$ cat src/rtl/shift_sequencer.sv
// Multi-position logical shifter that iterates a one-bit registered shift unit.
// Optional macro SHIFT_SEQ_FASTZERO_EN: amounts >= WIDTH complete at once with a zero result.
module shift_sequencer #(
    parameter int unsigned WIDTH = 16,
    parameter int unsigned AMT_W = 5
) (
    input  logic             clk,
    input  logic             reset,
    input  logic             req_valid,
    output logic             req_ready,
    input  logic [WIDTH-1:0] req_data,
    input  logic             req_dir,
    input  logic [AMT_W-1:0] req_amt,
    output logic             resp_valid,
    input  logic             resp_ready,
    output logic [WIDTH-1:0] resp_data,
    output logic             busy,
    output logic [WIDTH-1:0] su_a,
    output logic [WIDTH-1:0] su_b,
    output logic [1:0]       su_fun,
    output logic             su_enable,
    input  logic [WIDTH-1:0] su_out,
    input  logic             su_flag
);

    typedef enum logic [1:0] {
        ST_IDLE  = 2'd0,
        ST_ISSUE = 2'd1,
        ST_WAIT  = 2'd2,
        ST_DONE  = 2'd3
    } state_e;

    state_e           state_q, state_d;
    logic [WIDTH-1:0] work_q, work_d;
    logic             dir_q, dir_d;
    logic [AMT_W-1:0] cnt_q, cnt_d;
    logic [WIDTH-1:0] resp_data_q, resp_data_d;
    logic             req_ready_q, resp_valid_q, busy_q, su_enable_q;
    logic [WIDTH-1:0] su_a_q, su_a_d;
    logic [1:0]       su_fun_q, su_fun_d;

    // Next-state and datapath selection
    always_comb begin
        state_d     = state_q;
        work_d      = work_q;
        dir_d       = dir_q;
        cnt_d       = cnt_q;
        resp_data_d = resp_data_q;
        unique case (state_q)
            ST_IDLE: begin
                if (req_valid && req_ready_q) begin
                    work_d = req_data;
                    dir_d  = req_dir;
                    cnt_d  = req_amt;
                    if (req_amt == '0) begin
                        state_d     = ST_DONE;
                        resp_data_d = req_data;
                    end
`ifdef SHIFT_SEQ_FASTZERO_EN
                    else if (32'(req_amt) >= WIDTH) begin
                        state_d     = ST_DONE;
                        resp_data_d = '0;
                    end
`endif
                    else begin
                        state_d = ST_ISSUE;
                    end
                end
            end
            ST_ISSUE: state_d = ST_WAIT;
            ST_WAIT: begin
                // Stay here until the shift unit reports, whatever its latency
                if (su_flag) begin
                    work_d = su_out;
                    cnt_d  = cnt_q - AMT_W'(1);
                    if (cnt_q == AMT_W'(1)) begin
                        state_d     = ST_DONE;
                        resp_data_d = su_out;
                    end else begin
                        state_d = ST_ISSUE;
                    end
                end
            end
            ST_DONE: begin
                if (resp_valid_q && resp_ready) state_d = ST_IDLE;
            end
            default: state_d = ST_IDLE;
        endcase
    end

    // Shift-unit operands only change on entry to ISSUE
    always_comb begin
        su_a_d   = su_a_q;
        su_fun_d = su_fun_q;
        if (state_d == ST_ISSUE) begin
            su_a_d   = work_d;
            su_fun_d = {1'b0, dir_d};
        end
    end

    always_ff @(posedge clk) begin
        if (!reset) begin
            state_q      <= ST_IDLE;
            work_q       <= '0;
            dir_q        <= 1'b0;
            cnt_q        <= '0;
            resp_data_q  <= '0;
            req_ready_q  <= 1'b0;
            resp_valid_q <= 1'b0;
            busy_q       <= 1'b0;
            su_enable_q  <= 1'b0;
            su_a_q       <= '0;
            su_fun_q     <= 2'b00;
        end else begin
            state_q      <= state_d;
            work_q       <= work_d;
            dir_q        <= dir_d;
            cnt_q        <= cnt_d;
            resp_data_q  <= resp_data_d;
            req_ready_q  <= (state_d == ST_IDLE);
            resp_valid_q <= (state_d == ST_DONE);
            busy_q       <= (state_d != ST_IDLE);
            su_enable_q  <= (state_d == ST_ISSUE);
            su_a_q       <= su_a_d;
            su_fun_q     <= su_fun_d;
        end
    end

    assign req_ready  = req_ready_q;
    assign resp_valid = resp_valid_q;
    assign resp_data  = resp_data_q;
    assign busy       = busy_q;
    assign su_enable  = su_enable_q;
    assign su_a       = su_a_q;
    assign su_fun     = su_fun_q;
    assign su_b       = '0;

endmodule

$ cat config.mk
export PLATFORM = sky130hd
export DESIGN_NAME = shift_sequencer
export DESIGN_NICKNAME = d
export VERILOG_FILES = /design/src/rtl/shift_sequencer.sv
export SDC_FILE = /design/constraint.sdc
export NUM_CORES = 1
export LEC_CHECK = 0
export ABC_CLOCK_PERIOD_IN_PS = 4700
export CORE_UTILIZATION = 25
export CTS_BUF_LIST = sky130_fd_sc_hd__clkbuf_8
export CTS_CLUSTER_DIAMETER = 150
export CTS_CLUSTER_SIZE = 30
export DETAILED_ROUTE_END_ITERATION = 16
export DONT_BUFFER_PORTS = 1
export SYNTH_ARGS = -nofsm -noshare
export SYNTH_HDL_FRONTEND = slang
export SYNTH_SLANG_ARGS = --single-unit
export TNS_END_PERCENT = 50
$ cat constraint.sdc
create_clock -name clk -period 4.7 [get_ports clk]
set_input_delay 0.47 -clock clk [delete_from_list [all_inputs] [get_ports clk]]
set_output_delay 0.47 -clock clk [all_outputs]
set_load 0.03 [all_outputs]
# Word level (Yosys, flattened, before mapping)
# Index checks and enable logic that the tools add are counted.
word_totals:
  ff_bits: 61
  in_bits: 43
  output_inout_bits: 54
  word_cells: 50
classes:
  addsub: 1
  eq_ne: 10
  n_mux: 19
  n_reduce_logical: 9
op_table:
  columns: ["op", "count"]
  rows:
  - ["16-bit 2-to-1 mux", 6]
  - ["16-bit one-hot mux with 2 select lines", 2]
  - ["2-bit 2-to-1 mux", 5]
  - ["5-bit 2-to-1 mux", 2]
  - ["5-bit one-hot mux with 2 select lines", 1]
  - ["2-bit != test, second input constant", 4]
  - ["2-bit one-hot mux with 4 select lines", 1]
  - ["2-bit equality test, second input constant", 3]
  - ["5-bit by 1-bit equality test with 1-bit output, second input constant", 1]
  - ["5-bit zero test", 1]
  - ["5-bit AND reduction", 1]
  - ["5-bit by 1-bit subtractor with 5-bit output, second input constant", 1]
  - ["2-bit by 1-bit equality test with 1-bit output, second input constant", 2]
  - ["2-bit zero test", 2]
  - ["2-bit nonzero test", 2]
  - ["3-bit AND reduction", 1]
  - ["1-bit logical AND", 2]
  - ["1-bit 2-to-1 mux", 2]

# Logic depth before layout (Yosys ltp)
# Gate-level depths: netlist of run 1.
depth:
  ltp_word: 5
  mapped_depth: 8
  mapped_depth_nobuf: 6

# Worst setup path after synthesis of run 1
# OpenSTA, ideal clock, no wires.
synth_timing:
  kind: "input port to flip-flop"
  start: "in req_amt[2]"
  end: "reg resp_data_q[10], in the netlist resp_data[10]"
  setup_ns: 0.059
  arrival_time_ns: 1.756
  required_time_ns: 4.641
  slack_ns: 2.885
  cell_stages: 6
  n_path_buf: 2
  cell_sequence: "or4_4 o2bb2ai_4 and2_1 buf_2 buf_4 o211a_1"
synth_via:
  elab_chain_len: 3
synth_rtl:
  columns: ["element", "line", "source"]
  rows:
  - ["from (decl)", "13", "input logic [AMT_W-1:0] req_amt,"]
  - ["5-bit zero test", "55", "if (req_amt == '0) begin"]
  - ["2-bit != test (no source line)", null, null]
  - ["5-bit AND reduction (no source line)", null, null]
  - ["to (signal assigned)", "119", "resp_data_q <= resp_data_d;"]
  - ["to (decl)", "37", "logic [WIDTH-1:0] resp_data_q, resp_data_d;"]
# No other way between the ends.
# A chain may end at the register's enable or synchronous reset.

# Worst setup path in the final report of run 1
layout_timing:
  start: "reg state_q[1]"
  end: "reg su_a_q[12], in the netlist su_a[12]"
layout_via:
  elab_chain_len: 3
  word_cells_on_any_way: 10
  cone_classes: "4 x eq/ne; 5 x mux; 1 x reduce/logical"
layout_rtl:
  columns: ["element", "line", "source"]
  rows:
  - ["from (decl)", "33", "state_e state_q, state_d;"]
  - ["from (signal assigned)", "115", "state_q <= state_d;"]
  - ["2-bit equality test (tied with other cells)", "49", "unique case (state_q)"]
  - ["2-bit one-hot mux with 4 select lines", "49", null]
  - ["2-bit by 1-bit equality test with 1-bit output", "95", "if (state_d == ST_ISSUE) begin"]
  - ["to (signal assigned)", "124", "su_a_q <= su_a_d;"]
  - ["to (decl)", "39", "logic [WIDTH-1:0] su_a_q, su_a_d;"]
# Parallel ways exist; a longest one is shown, timed or not.

==> results of run 1 <==
-- worst register-to-register path: stages (launching register included) --
cell and delay (ns):
sky130_fd_sc_hd__dfxtp_1 0.62, sky130_fd_sc_hd__and3b_1 0.76, sky130_fd_sc_hd__a311oi_4 0.15, sky130_fd_sc_hd__nor3_4 0.82
sky130_fd_sc_hd__mux2_2 0.42
-- through the flow --
stage / setup slack [ns] / util (%) / power, mW
5_1_grt: 1.60 / 27.4 / 1.21
3_5_place_dp: 1.78 / 25.7 / 0.708
6_report: 1.81 / 27.4 / 1.15
4_1_cts: 1.79 / 27.4 / 1.17
2_1_floorplan: 2.89 / - / 0.702
3_3_place_gp: 1.90 / 25.7 / 0.706
-- metal layers --
metal,wire [um],up-vias,part of all wire (%)
met5,0,-,0
met2,3770,84,48
met1,3140,1060,40
met4,111,0,1.4
li1,-,1085,-
met3,905,9,11
-- registers in the layout, summed over array words and instances, names as in the netlist --
name and flops:
su_enable 1, busy 1, resp_data 16, resp_valid 1, dir_q 1, su_fun 1, cnt_q 5, su_a 16
req_ready 1, work_q 16, state_q 2
-- area by class of cell --
class,instances,area share (%)
Multi-Input combinational cell,221,47.0
Timing Repair Buffer,2,0.481
Inverter,13,1.56
Clock inverter,7,2.12
Tap cell,143,5.73
Clock buffer,9,3.97
Sequential cell,61,39.1
-- cells by family (layout without fill, tap and decap cells) --
kind of cell	after synthesis	count (layout)
other cells	1	17
buf+inv	54	31
fa+ha+maj	2	2
simple gates	118	118
flops	61	61
compound gates	67	67
mux	17	17
-- synthesized netlist by cell type, drive strengths merged (4+ instances only) --
library cell / instances / area, sq um
a21oi: 7 / 35.0
nand2: 49 / 184
dfxtp: 61 / 1220
clkbuf: 14 / 52.6
inv: 12 / 45.0
mux2: 7 / 78.8
nand4: 17 / 106
and2: 8 / 50.1
nor3: 4 / 36.3
o211a: 17 / 170
and3: 17 / 106
buf: 27 / 198
nor2: 9 / 33.8
a22o: 17 / 149
mux2i: 10 / 100
o21ai: 13 / 65.1
o21a: 6 / 45.0
-- power groups by stage --
| stage | sequential [mW] | combinational, mW | clock, mW |
|---|---|---|---|
| after global placement | 0.584 | 0.122 | 0 |
| after detailed placement | 0.584 | 0.124 | 0 |
| after global routing | 0.575 | 0.138 | 0.495 |
| final | 0.572 | 0.124 | 0.452 |
| after floorplan | 0.576 | 0.126 | 0 |
| after CTS | 0.573 | 0.124 | 0.470 |
-- worst paths after layout --
path / start / to / slack [ns]
worst min-delay path: reset / resp_data[11] / 0.28
worst min register to register: dir_q / dir_q / 0.46
worst max register to register: state_q[1] / su_a[12] / 1.81
worst max-delay path: state_q[1] / su_a[12] / 1.81
==> results.py, run 1 <==
metrics = {
    "power": {
        "pwr_density_cell_nw_per_um2": 368,
        "combPwrFrac_pct": 10.8,
        "sw_frac_of_total_pct": 28.0,
        "leakage_nw": 1.49,
        "clkPwrFrac_pct": 39.4,
        "net-switching-power_mw": 0.321,
        "internal_power_mw": 0.827,
        "vdd_drop_max_mv": 0.162,
        "power.share.sequential_pct": 49.8,
    },
    "global_routing": {
        "grt_util_met1_pct": 15.1,
        "grt.overflow.total": 0,
        "gr-max-usage-layer": "met2",
        "via_count_of_the_first_global_routing_pass": 2178,
        "wire_length_of_the_first_global_routing_pass_mm": 11.8,
        "grt_start_max_net_pins": 53,
        "track_usage_pct": 13.3,
        "antenna_found_initial": 0,
        "global_route_met3_usage_pct": 7.17,
        "grtUsageMet2_pct": 21.3,
    },
    "timing": {
        "maxSlewViolCount": 0,
        "min_period_over_period_pct": 61.4,
        "max_clock_freq_mhz": 347,
        "final-setup-viol-count": 0,
        "final.min_clock_period_ns": 2.89,
        "tightest_slew_ns": 1.01,
        "rsz0062_at_grt": "false",
        "slew_headroom_pct": 32.4,
        "finalClockSkew_ns": 0.00917,
        "hold_viol": 0,
        "timing.hold.ws_ns": 0.277,
        "totalNegativeSetupSlack_ns": 0,
    },
    "floorplan": {
        "die_y_um": 110,
        "floorplan.initialDensity_pct": 25.7,
        "fp-row-count": 39,
        "core-area_sq_um": 11400,
        "ioPinCount": 97,
        "die_width_um": 110,
        "die-area_sq_um": 12200,
    },
    "routing": {
        "avgViaCountPerCell": 4.91,
        "route.vias.total": 2238,
        "wl_per_cell_um": 17.4,
        "routed_wl_mm": 7.93,
        "ant_nets": 0,
        "drt_iter0_markers": 146,
        "detail_route.first_pass.iterations": 5,
        "post_route_drc": 0,
    },
    "critical_path": {
        "path_cells": "and3b_1 > a311oi_4 > nor3_4 > mux2_2",
        "cp.depth": 4,
        "critPathRequiredTime_ns": 4.93,
        "worst_path_max_delay_cell": "sky130_fd_sc_hd__nor3_4",
        "critical-path-top-delay-family": "simple AND/OR/NAND/NOR gates",
        "setup.worst_path.start_class": "flop",
        "worst-r2r-cell-count": 4,
        "critical_path_peak_fanout": 19,
        "worstSetupPathType": "flop to flop",
        "capturing_element_type_of_the_critical_path": "flop",
        "cp_num_buf_inv": 0,
        "critical_path.max_stage_delay_ns": 0.82,
        "critPathArrivalTime_ns": 3.11,
    },
    "cells_and_area": {
        "final_common_cell": "sky130_fd_sc_hd__dfxtp_1",
        "num-fill-cells": 1222,
        "ff_latch_area_sq_um": 1220,
        "nets": 353,
        "final_cell_count_no_fill": 456,
        "multiInputGateArea_sq_um": 1470,
        "area_growth_syn_to_layout_pct": 6.62,
        "fraction_of_layout_cells_with_a_size_suffix_above_1_pct": 10.5,
        "layout_common_cells": "61 x sky130_fd_sc_hd__dfxtp_1, 49 x sky130_fd_sc_hd__nand2_1",
        "finish.instance_area_sq_um": 3120,
        "insertedDiodeCount": 0,
    },
    "logic_synthesis": {
        "dominantRegCellSynth": "sky130_fd_sc_hd__dfxtp_1",
        "muxShareOfSynthArea_pct": 6.11,
        "synthAdderAreaFrac_pct": 0.854,
        "synth_compound_area_share_pct": 19.1,
        "asyncSetResetFlopFracSynth_pct": 0,
        "synth_seq_area_share_pct": 41.7,
        "yosys.cell_types.count": 45,
        "synth.ff_latch_count": 61,
        "ys.warnings.count": 0,
        "synthesis.area_sq_um": 2930,
        "synthSimpleGateAreaFrac_pct": 21.9,
        "synthesis.instances": 320,
        "number_of_flops_mapped_to_enable_cells_by_yosys": 0,
        "largest_family_of_logic_cells_by_synthesized_area": "simple AND/OR/NAND/NOR gates",
        "syn_area_cell_sq_um": 9.15,
        "synth_xor_area_share_pct": 0,
    },
    "cts": {
        "clkSinkCount": 61,
        "worstSkewPairLatency_ns": 0.34,
        "cts_tree": "built",
        "postCtsSetupRepairBufs": 0,
        "cts-hold-fix-buffers": 0,
        "clock_path_buffers": 2,
        "ctsRootBufferMaster": "sky130_fd_sc_hd__clkbuf_8",
        "cts_h_tree_depth": 3,
        "tritoncts.num_buffers": 9,
        "cts_resized": 0,
        "clkSlewWorstSetupHoldPaths_ns": 0.07,
    },
    "place": {
        "placedCellCount": 440,
        "detailed_place.area_sq_um": 2930,
        "dp.final_hpwl_mm": 5.69,
        "gp_routability_congestion": 0.759,
        "port-buffer-count": 0,
    },
    "min_path": {
        "timing.hold.worst_path_depth": 1,
        "hold_path_class": "input pin to flop",
    },
    "outcome": {
        "run_status": "finished clean",
    },
    "job": {
        "maxCapViolCount": 0,
    },
}
Power figures use the tool's default switching activity.
==> run 2: changes to the inputs <==
Settings changed: ABC_AREA set to 1, ABC_CLOCK_PERIOD_IN_PS 4700 to 2800.
Clock period 4.7 ns to 2.8 ns, I/O delays scaled along.
==> results.py, run 2 <==
metrics = {
    "power": {
        "vdd_drop_max_mv": 0.170,
        "power_mw": 2.16,
        "pwr_density_cell_nw_per_um2": 684,
        "leakage_nw": 1.51,
    },
    "cts": {
        "postCtsSetupRepairBufs": 0,
        "ctsRootBufferMaster": "sky130_fd_sc_hd__clkbuf_8",
        "cts_h_tree_depth": 3,
        "cts_resized": 0,
        "clkSinkCount": 61,
        "clock_path_buffers": 2,
        "worstSkewPairLatency_ns": 0.34,
        "cts_tree": "built",
        "cts-hold-fix-buffers": 0,
        "tritoncts.num_buffers": 9,
        "clkSlewWorstSetupHoldPaths_ns": 0.06,
    },
    "global_routing": {
        "grt_start_max_net_pins": 56,
        "antenna_found_initial": 0,
        "track_usage_pct": 12.5,
        "via_count_of_the_first_global_routing_pass": 2273,
        "grt.overflow.total": 0,
        "wire_length_of_the_first_global_routing_pass_mm": 12.0,
    },
    "logic_synthesis": {
        "ys.warnings.count": 0,
        "synthesis.area_sq_um": 2970,
        "synthesis.instances": 442,
        "synth.ff_latch_count": 61,
        "yosys.area.top_type": "sky130_fd_sc_hd__dfxtp_1",
        "yosys.cell_types.count": 26,
        "synth_most_common_cell": "sky130_fd_sc_hd__nand2_1",
        "asyncSetResetFlopFracSynth_pct": 0,
        "number_of_flops_mapped_to_enable_cells_by_yosys": 0,
        "synth_largest_type_area_fraction_pct": 41.1,
        "dominantRegCellSynth": "sky130_fd_sc_hd__dfxtp_1",
        "synth.top_cells.by_count": "136 x sky130_fd_sc_hd__nand2_1, 67 x sky130_fd_sc_hd__inv_1, 61 x sky130_fd_sc_hd__dfxtp_1",
        "syn_area_cell_sq_um": 6.72,
        "synth_seq_area_share_pct": 41.1,
        "synthTopCellsByArea": "sky130_fd_sc_hd__dfxtp_1 41%, sky130_fd_sc_hd__nand2_1 17%, sky130_fd_sc_hd__inv_1 8.5%, sky130_fd_sc_hd__nor2_1 5.8%, sky130_fd_sc_hd__o21ai_0 5.1%",
    },
    "critical_path": {
        "worst-r2r-cell-count": 7,
        "r2r_start": "req_ready",
        "critical-path-top-delay-family": "simple AND/OR/NAND/NOR gates",
        "timing.critical_path.from": "req_ready",
        "most_frequent_cell_on_critical_path": "sky130_fd_sc_hd__nand2_4",
        "setup.worst_path.start_class": "flop",
        "critical_path_peak_fanout": 22,
        "critical_path.max_stage_delay_ns": 0.50,
        "capturing_element_type_of_the_critical_path": "flop",
        "cp_num_buf_inv": 2,
        "critPathArrivalTime_ns": 2.22,
        "worst_path_max_delay_cell": "sky130_fd_sc_hd__dfxtp_1",
        "critPathRequiredTime_ns": 3.06,
        "r2r-end": "resp_data[1]",
        "cp.depth": 7,
        "path_cells": "nand2_1 > inv_1 > nand2_4 > nand2_4 > nand3_1 > buf_4 > a21oi_1",
        "worstSetupPathType": "flop to flop",
        "r2r_setup_slack_ns": 0.84,
    },
    "timing": {
        "tightest_slew_ns": 0.646,
        "final-setup-viol-count": 0,
        "totalNegativeSetupSlack_ns": 0,
        "maxSlewViolCount": 0,
        "max_clock_freq_mhz": 509,
        "timing.hold.ws_ns": 0.0673,
        "rsz0062_at_grt": "false",
        "finalClockSkew_ns": 0.00746,
        "slew_headroom_pct": 56.8,
        "final.min_clock_period_ns": 1.96,
        "hold_viol": 0,
        "min_period_over_period_pct": 70.1,
    },
    "cells_and_area": {
        "layout_common_cells": "136 x sky130_fd_sc_hd__nand2_1, 69 x sky130_fd_sc_hd__inv_1, 61 x sky130_fd_sc_hd__dfxtp_1, 46 x sky130_fd_sc_hd__nor2_1, 30 x sky130_fd_sc_hd__o21ai_0",
        "finish.instance_area_sq_um": 3170,
        "fraction_of_layout_cells_with_a_size_suffix_above_1_pct": 5.71,
        "num-fill-cells": 1253,
        "final_common_cell": "sky130_fd_sc_hd__nand2_1",
        "multiInputGateArea_sq_um": 1300,
        "insertedDiodeCount": 0,
        "nets": 480,
        "area_growth_syn_to_layout_pct": 6.62,
        "ff_latch_area_sq_um": 1220,
    },
    "routing": {
        "route.vias.total": 2465,
        "routed-wl-met3_um": 833,
        "detail_route.first_pass.iterations": 12,
        "top_signal_layer_used": "met4",
        "ant_nets": 0,
        "avgViaCountPerCell": 4.24,
        "drt-met1-wl_mm": 3.00,
        "routed_wl_mm": 7.29,
        "routed_wl_met2_mm": 3.35,
        "wl_per_cell_um": 12.6,
        "drt_iter0_markers": 149,
        "post_route_drc": 13,
    },
    "place": {
        "gp_routability_congestion": 0.866,
        "port-buffer-count": 0,
        "detailed_place.area_sq_um": 2990,
        "dp.final_hpwl_mm": 5.48,
    },
    "floorplan": {
        "floorplan.initialDensity_pct": 25.8,
        "core-area_sq_um": 11500,
        "fp-row-count": 39,
        "die_y_um": 111,
        "die_width_um": 111,
        "ioPinCount": 97,
        "die-area_sq_um": 12300,
    },
    "job": {
        "maxCapViolCount": 0,
    },
    "outcome": {
        "run_status": "finished, violations left",
        "failed_checks": "design-rule violations",
    },
    "min_path": {
        "min_to": "work_q[7]",
        "hold_path_class": "input pin to flop",
        "timing.hold.worst_path_depth": 2,
        "worst_hold_startpoint": "reset",
    },
}
[run 2: area by class of cell]
type	count	area share [%]
repair buffers	3	0.711
inverters	70	8.30
well taps	143	5.65
clock buffers	10	4.35
clock inverters	4	1.34
multi-input cells	290	41.1
flip-flops and latches	61	38.6
[run 2: where the power goes]
part | internal (mW) | total (mW) | switching (mW)
Sequential | 0.945 | 1.09 | 0.142
Clock | 0.417 | 0.734 | 0.317
Combinational | 0.108 | 0.343 | 0.235
[run 2: cells by family (layout without fill, tap and decap cells)]
logic type / count (synthesis) / after routing / synth area share, %
xor+xnor: 1 / 1 / 0.295
compound gates: 71 / 71 / 13.4
buf+inv: 107 / 87 / 17.1
other cells: 1 / 17 / 0.126
flops: 61 / 61 / 41.1
fa+ha+maj: 2 / 2 / 0.843
simple gates: 199 / 199 / 27.1
[run 2: worst max path at each step]
stage	end	slack [ns]
2_1_floorplan	su_a[3]	1.27
3_5_place_dp	resp_data[15]	0.82
3_3_place_gp	su_a[11]	0.84
6_report	resp_data[1]	0.84
4_1_cts	resp_data[15]	0.81
5_1_grt	resp_data[1]	0.56
[run 2: stage by stage]
step | setup slack [ns] | instances | util [%]
6_report | 0.836 | 581 | 27.5
4_1_cts | 0.811 | 581 | 27.5
2_1_floorplan | 1.27 | 458 | -
3_3_place_gp | 0.840 | 567 | 25.9
3_5_place_dp | 0.823 | 567 | 25.9
5_1_grt | 0.564 | 581 | 27.5
[run 2: worst reg2reg max path, stage by stage, from the launching register on]
cell and delay, ns:
sky130_fd_sc_hd__dfxtp_1 0.50, sky130_fd_sc_hd__nand2_1 0.09, sky130_fd_sc_hd__inv_1 0.10, sky130_fd_sc_hd__nand2_4 0.10, sky130_fd_sc_hd__nand2_4 0.13, sky130_fd_sc_hd__nand3_1 0.47
sky130_fd_sc_hd__buf_4 0.35, sky130_fd_sc_hd__a21oi_1 0.15
[run 2: metal layers]
metal  global-route usage [%]  vias to the layer above
li1                         -                     1298
met1                     14.0                     1096
met2                     19.6                       63
met3                     6.67                        8
met4                     5.75                        0
met5                        0                        -
